### src/rtl/debug_display_scanner.sv
// debug_display_scanner
// Registered channel selector for the hex debug display. Picks one of NUM_CH
// observation channels either by hand (MANUAL), by timed rotation (SCAN), or
// from a snapshot taken on a Capture pulse (FREEZE / FROZEN_SCAN). This lets a
// multi-cycle instruction be inspected after the fact.
//
// Ports:
//   Clock           rising-edge system clock
//   Reset_n         asynchronous active-low reset
//   Channel_Data    flattened live channels, channel k at [k*DATA_W +: DATA_W]
//   Display_Select  manual/freeze channel index (>= NUM_CH is invalid)
//   Mode            00 MANUAL, 01 SCAN, 10 FREEZE, 11 FROZEN_SCAN
//   Capture         loads the snapshot array from Channel_Data (per cycle high)
//   Step            advances the scan channel immediately (scan modes only)
//   HexDisplay_Out  registered display word
//   Current_Channel channel index driving HexDisplay_Out
//   Sel_Error       high while ERROR_PATTERN is displayed
//   Snap_Valid      sticky flag, set by the first Capture after reset
//   Value_Changed   one-cycle pulse: word changed on an unchanged channel
module debug_display_scanner #(
    parameter int          NUM_CH        = 32,
    parameter int          DATA_W        = 32,
    parameter int          DWELL_CYCLES  = 1000,
    parameter logic [31:0] ERROR_PATTERN = 32'h0000DEDE,
    localparam int         SEL_W         = $clog2(NUM_CH)
) (
    input  logic                     Clock,
    input  logic                     Reset_n,
    input  logic [NUM_CH*DATA_W-1:0] Channel_Data,
    input  logic [SEL_W:0]           Display_Select,
    input  logic [1:0]               Mode,
    input  logic                     Capture,
    input  logic                     Step,
    output logic [DATA_W-1:0]        HexDisplay_Out,
    output logic [SEL_W-1:0]         Current_Channel,
    output logic                     Sel_Error,
    output logic                     Snap_Valid,
    output logic                     Value_Changed
);

    // Mode encoding: bit 0 selects scanning, bit 1 selects the snapshot source.
    typedef enum logic [1:0] {
        MODE_MANUAL      = 2'b00,
        MODE_SCAN        = 2'b01,
        MODE_FREEZE      = 2'b10,
        MODE_FROZEN_SCAN = 2'b11
    } mode_e;

    localparam int                 DWELL_W    = (DWELL_CYCLES > 1) ? $clog2(DWELL_CYCLES) : 1;
    localparam logic [DWELL_W-1:0] DWELL_LAST = DWELL_W'(DWELL_CYCLES - 1);
    localparam logic [SEL_W-1:0]   CH_LAST    = SEL_W'(NUM_CH - 1);
    localparam logic [SEL_W:0]     CH_COUNT   = (SEL_W + 1)'(NUM_CH);
    localparam logic [DATA_W-1:0]  ERR_WORD   = DATA_W'(ERROR_PATTERN);

    logic [DATA_W-1:0]  snap [NUM_CH];
    logic [DWELL_W-1:0] dwell;
    mode_e              mode_q;
    logic               started;   // suppresses Value_Changed on the first edge after reset

    logic               sel_ok;
    logic [SEL_W-1:0]   sel_idx;
    logic               mode_chg;
    logic [SEL_W-1:0]   ch_nx;
    logic [DWELL_W-1:0] dwell_nx;
    logic               err_nx;
    logic [DATA_W-1:0]  word_nx;
    logic [DATA_W-1:0]  out_nx;
    logic               vc_nx;

    always_comb begin
        sel_ok   = (Display_Select < CH_COUNT);
        sel_idx  = Display_Select[SEL_W-1:0];
        mode_chg = (Mode != mode_q);
        ch_nx    = Current_Channel;
        dwell_nx = '0;
        err_nx   = 1'b0;

        if (Mode[0]) begin
            // Scan modes: select is only honoured on entry; Step and terminal
            // count share one increment so together they advance by one.
            if (mode_chg) begin
                ch_nx = sel_ok ? sel_idx : '0;
            end else if (Step || (dwell == DWELL_LAST)) begin
                ch_nx = (Current_Channel == CH_LAST) ? '0 : Current_Channel + 1'b1;
            end else begin
                dwell_nx = dwell + 1'b1;
            end
        end else if (sel_ok) begin
            ch_nx = sel_idx;
        end else begin
            // Invalid select keeps the last good channel index on display.
            err_nx = 1'b1;
        end

        word_nx = Mode[1] ? snap[ch_nx] : Channel_Data[int'(ch_nx)*DATA_W +: DATA_W];
        out_nx  = err_nx ? ERR_WORD : word_nx;
        vc_nx   = started && !mode_chg && (ch_nx == Current_Channel) && (out_nx != HexDisplay_Out);
    end

    always_ff @(posedge Clock or negedge Reset_n) begin
        if (!Reset_n) begin
            for (int k = 0; k < NUM_CH; k++) begin
                snap[k] <= '0;
            end
            Snap_Valid      <= 1'b0;
            dwell           <= '0;
            mode_q          <= MODE_MANUAL;
            started         <= 1'b0;
            Current_Channel <= '0;
            HexDisplay_Out  <= '0;
            Sel_Error       <= 1'b0;
            Value_Changed   <= 1'b0;
        end else begin
            if (Capture) begin
                for (int k = 0; k < NUM_CH; k++) begin
                    snap[k] <= Channel_Data[k*DATA_W +: DATA_W];
                end
                Snap_Valid <= 1'b1;
            end
            dwell           <= dwell_nx;
            mode_q          <= mode_e'(Mode);
            started         <= 1'b1;
            Current_Channel <= ch_nx;
            HexDisplay_Out  <= out_nx;
            Sel_Error       <= err_nx;
            Value_Changed   <= vc_nx;
        end
    end

endmodule

### config.mk
export PLATFORM = sky130hd
export DESIGN_NAME = debug_display_scanner
export DESIGN_NICKNAME = d
export VERILOG_FILES = /design/src/rtl/debug_display_scanner.sv
export SDC_FILE = /design/constraint.sdc
export NUM_CORES = 2
export LEC_CHECK = 0
export BUFFER_PORTS_ARGS = -buffer_cell sky130_fd_sc_hd__buf_2
export CAP_MARGIN = 20
export CORE_AREA = 5 5 417 419
export DETAILED_ROUTE_END_ITERATION = 12
export DIE_AREA = 0 0 422 424
export PLACE_DENSITY = 0.62
export SLEW_MARGIN = 20
export SYNTH_ARGS = -nofsm -noshare
export SYNTH_HDL_FRONTEND = slang
export SYNTH_SLANG_ARGS = --single-unit
### constraint.sdc
create_clock -name Clock -period 5.55 [get_ports Clock]
set_input_delay 0.2775 -clock Clock [delete_from_list [all_inputs] [get_ports Clock]]
set_output_delay 0.2775 -clock Clock [all_outputs]
set_load 0.1 [all_outputs]
==> results.toml <==
[run_status]
status = "completed"

[synth]
synth_top_area_share_pct = 45.0
seq_area_frac_synth_pct = 45.0
yosysWarnings = 0
synth_cell_type_count = 83
synthFlopType = "dfrtp_1"
syn_nets = 7024
ys_ff_latch = 1077
synth_area_um2 = 59900
synthCells = 5985
syn_avg_cell_area_um2 = 10.0
synthArstFlopShare_pct = 100
synth-edff-count = 0
synth_area_leaders = "dfrtp_1 45%, mux2_2 19%, nand2_1 8.8%"
post-synth-top-area-cell = "dfrtp_1"

[pwr]
p_sw_share_pct = 36.1
p_sw_w = 0.00958
intPower_w = 0.0170
vdd_drop_max_mv = 0.307
leakagePower_nw = 36.6
power_frac_comb_pct = 31.4
clock_power_share_pct = 34.1
powerDensity_nw_per_um2 = 319
pwr-share-seq_pct = 34.5

[global_route]
grt_max_degree = 168
track_usage_pct = 35.8
grt_pass1_wl_um = 463000
grt_pass1_vias = 62400
grt_overflow = 0
grt_antenna_before_repair = 98

[sta]
slew_headroom_pct = 27.1
max_freq_mhz = 186
fin_setup_tns_ps = 0
setup_violations = 0
finalCriticalPeriod_ps = 5390
worst_pin_slew_ps = 1090
skew_ps = 43.3
maxSlewViolCount = 0
finalHoldViolCount = 0
min_period_over_period_pct = 97.1
rsz0062_at_grt = "no"
fin_ws_ps = 160

[final_layout]
seq_area_um2 = 27000
synthToLayoutAreaGrowth_pct = 39.2
stdcell_count = 10400
drive_gt1_share_pct = 33.0
fin_util_pct = 48.9
multi_input_area_um2 = 30600
fill_cells = 15300
design_area_um2 = 83300
finalNetCount = 9001

[setup_path]
cp-start-kind = "flip-flop"
end_kind = "flip-flop"
worstSetupPathType = "flip-flop to flip-flop"
crit_required_ps = 6210
crit_fanout = 97
critPathArrivalTime_ps = 6050

[clocking]
cts_sinks = 1077
tritoncts = "built"
cts_max_path_buffers = 3
h-tree-depth = 4
cts_root_buffer = "clkbuf_16"
clkTransAtPathRegs_ps = 60
insertion_delay_ps = 820
numCtsBuffers = 132

[route]
vias_per_cell = 5.95
dr.pass1.iters = 6
first_iter_violations = 7285
drc = 0
drt-total-wl_um = 332000
ant_nets = 0
vias = 61700
wire_per_inst_um = 32.0

[placement]
place_hpwl_um = 236000
pre_cts_ws_ps = -83.3
dp.cells = 9035
finalWeightedCongestion = 0.951
port_buffers = 1075
dpl_cell_area_um2 = 68400

[floorplan]
pin_count = 1076
start_util_pct = 35.2
die_h_um = 424
die_w_um = 422
fp-row-count = 152
dieArea_um2 = 179000
core_area_um2 = 170000

[hold_path]
hold_class = "input pin to flip-flop"

[job]
drv_cap = 0
## flip-flops by register name (all words and copies together), names as in the netlist
register and flops:
snap 1024, HexDisplay_Out 32, dwell 10, Current_Channel 5, mode_q 2, Sel_Error 1
Snap_Valid 1, Value_Changed 1, started 1
## metal layers
metal  GRT usage (%)  vias to the layer above  part of all wire (%)
li1                -                    25600                     -
met1            42.9                    30700                    37
met2            54.8                     4038                    44
met3            9.85                     1318                   9.2
met4            27.1                       26                   9.4
met5               0                        -                 0.050
## cell type report
class                      count  area share, %
tap                         2233           3.35
clock buffer                 186           4.49
multi-input combinational   4357           36.8
clock inverter                47          0.773
antenna                       79          0.237
timing repair buffer        2349           21.7
inverter                      45          0.275
sequential                  1077           32.3
## metrics by stage
step / hold slack, ps / total power [W]
global placement: 353 / 0.0167
global route: 43.4 / 0.0274
floorplan: -18.1 / 0.0134
detailed placement: 363 / 0.0168
finish: 9.84 / 0.0266
CTS: 1.17 / 0.0264
## cell usage after synthesis (all sizes together), types with 20 or more instances
library cell,count
a211oi,94
mux4,60
o31ai,31
a32oi,41
inv,44
o21ai,117
nand2,1404
a22oi,30
clkbuf,209
and3,89
mux2,1001
nand3,471
nor2,78
xnor2,20
a31oi,104
nor3,31
o211ai,21
o22ai,25
dfrtp,1077
a221oi,22
a311oi,75
mux2i,183
a21oi,188
buf,297
nand4,69
## critical path, cell delays in order, from the launching register on
cell and delay (ps):
dfrtp_1 410, ha_1 250, and4bb_2 270, a31oi_4 330, nor4_4 80, nor3_4 410, buf_12 180, buf_12 240
buf_12 440, a211oi_1 160, a311oi_1 350, a311oi_1 90, a31oi_1 220, nor2_1 80, nor4_1 370, xnor2_1 350
o2111ai_1 200, a2111oi_1 500, a31oi_1 160
## cell usage in the layout, fill, tap and decap left out, drive strengths merged, types with 89 or more instances in the layout
cell / count
mux2i: 183
a21oi: 188
nand3: 471
and3: 89
dlygate4sd3: 1027
dfrtp: 1077
nand2: 1404
mux2: 1001
o21ai: 117
buf: 1322
a211oi: 94
clkbuf: 186
a31oi: 104
## path summary, 6_finish.rpt
kind / start / endpoint / slack (ps) / cells past startpoint
max: dwell[0] / Value_Changed / 160 / 18
min: Capture / snap[89] / 10 / 3
max reg2reg: dwell[0] / Value_Changed / 160 / 18
min reg2reg: snap[462] / snap[462] / 500 / 1
max in group asynchronous: Reset_n / snap[858] / 3860 / 3
min in group asynchronous: Reset_n / snap[481] / 90 / 2
## what timing repair did
item                                     CTS  global route
hold endpoints to repair                1091             0
buffers inserted                           0             0
hold buffers                            1027             0
endpoints found under the setup margin     1             1
pin swaps                                  0             0
gates resized for setup                    2             4
gates cloned                               0             0
## cell families (layout without fill, tap and decap cells)
group	Yosys count	in the layout	synth area share, %
flip-flops	1077	1077	45.0
multiplexers	1244	1244	24.1
AO/OA/AOI/OAI	867	867	9.97
buffers and inverters	551	2627	4.26
XOR/XNOR	36	36	0.539
other	1	80	0.00627
AND/OR/NAND/NOR	2206	2206	16.0
adder cells (fa/ha/maj)	3	3	0.0627
## power groups by stage
| stage | logic (W) | registers (W) | clock network, W |
|---|---|---|---|
| after floorplan | 0.00374 | 0.00963 | 0 |
| after global placement | 0.00748 | 0.00923 | 0 |
| after detailed placement | 0.00754 | 0.00927 | 0 |
| after CTS | 0.00818 | 0.00914 | 0.00913 |
| after global routing | 0.00870 | 0.00924 | 0.00943 |
| final | 0.00834 | 0.00918 | 0.00907 |
(Power assumes the default switching activity.)
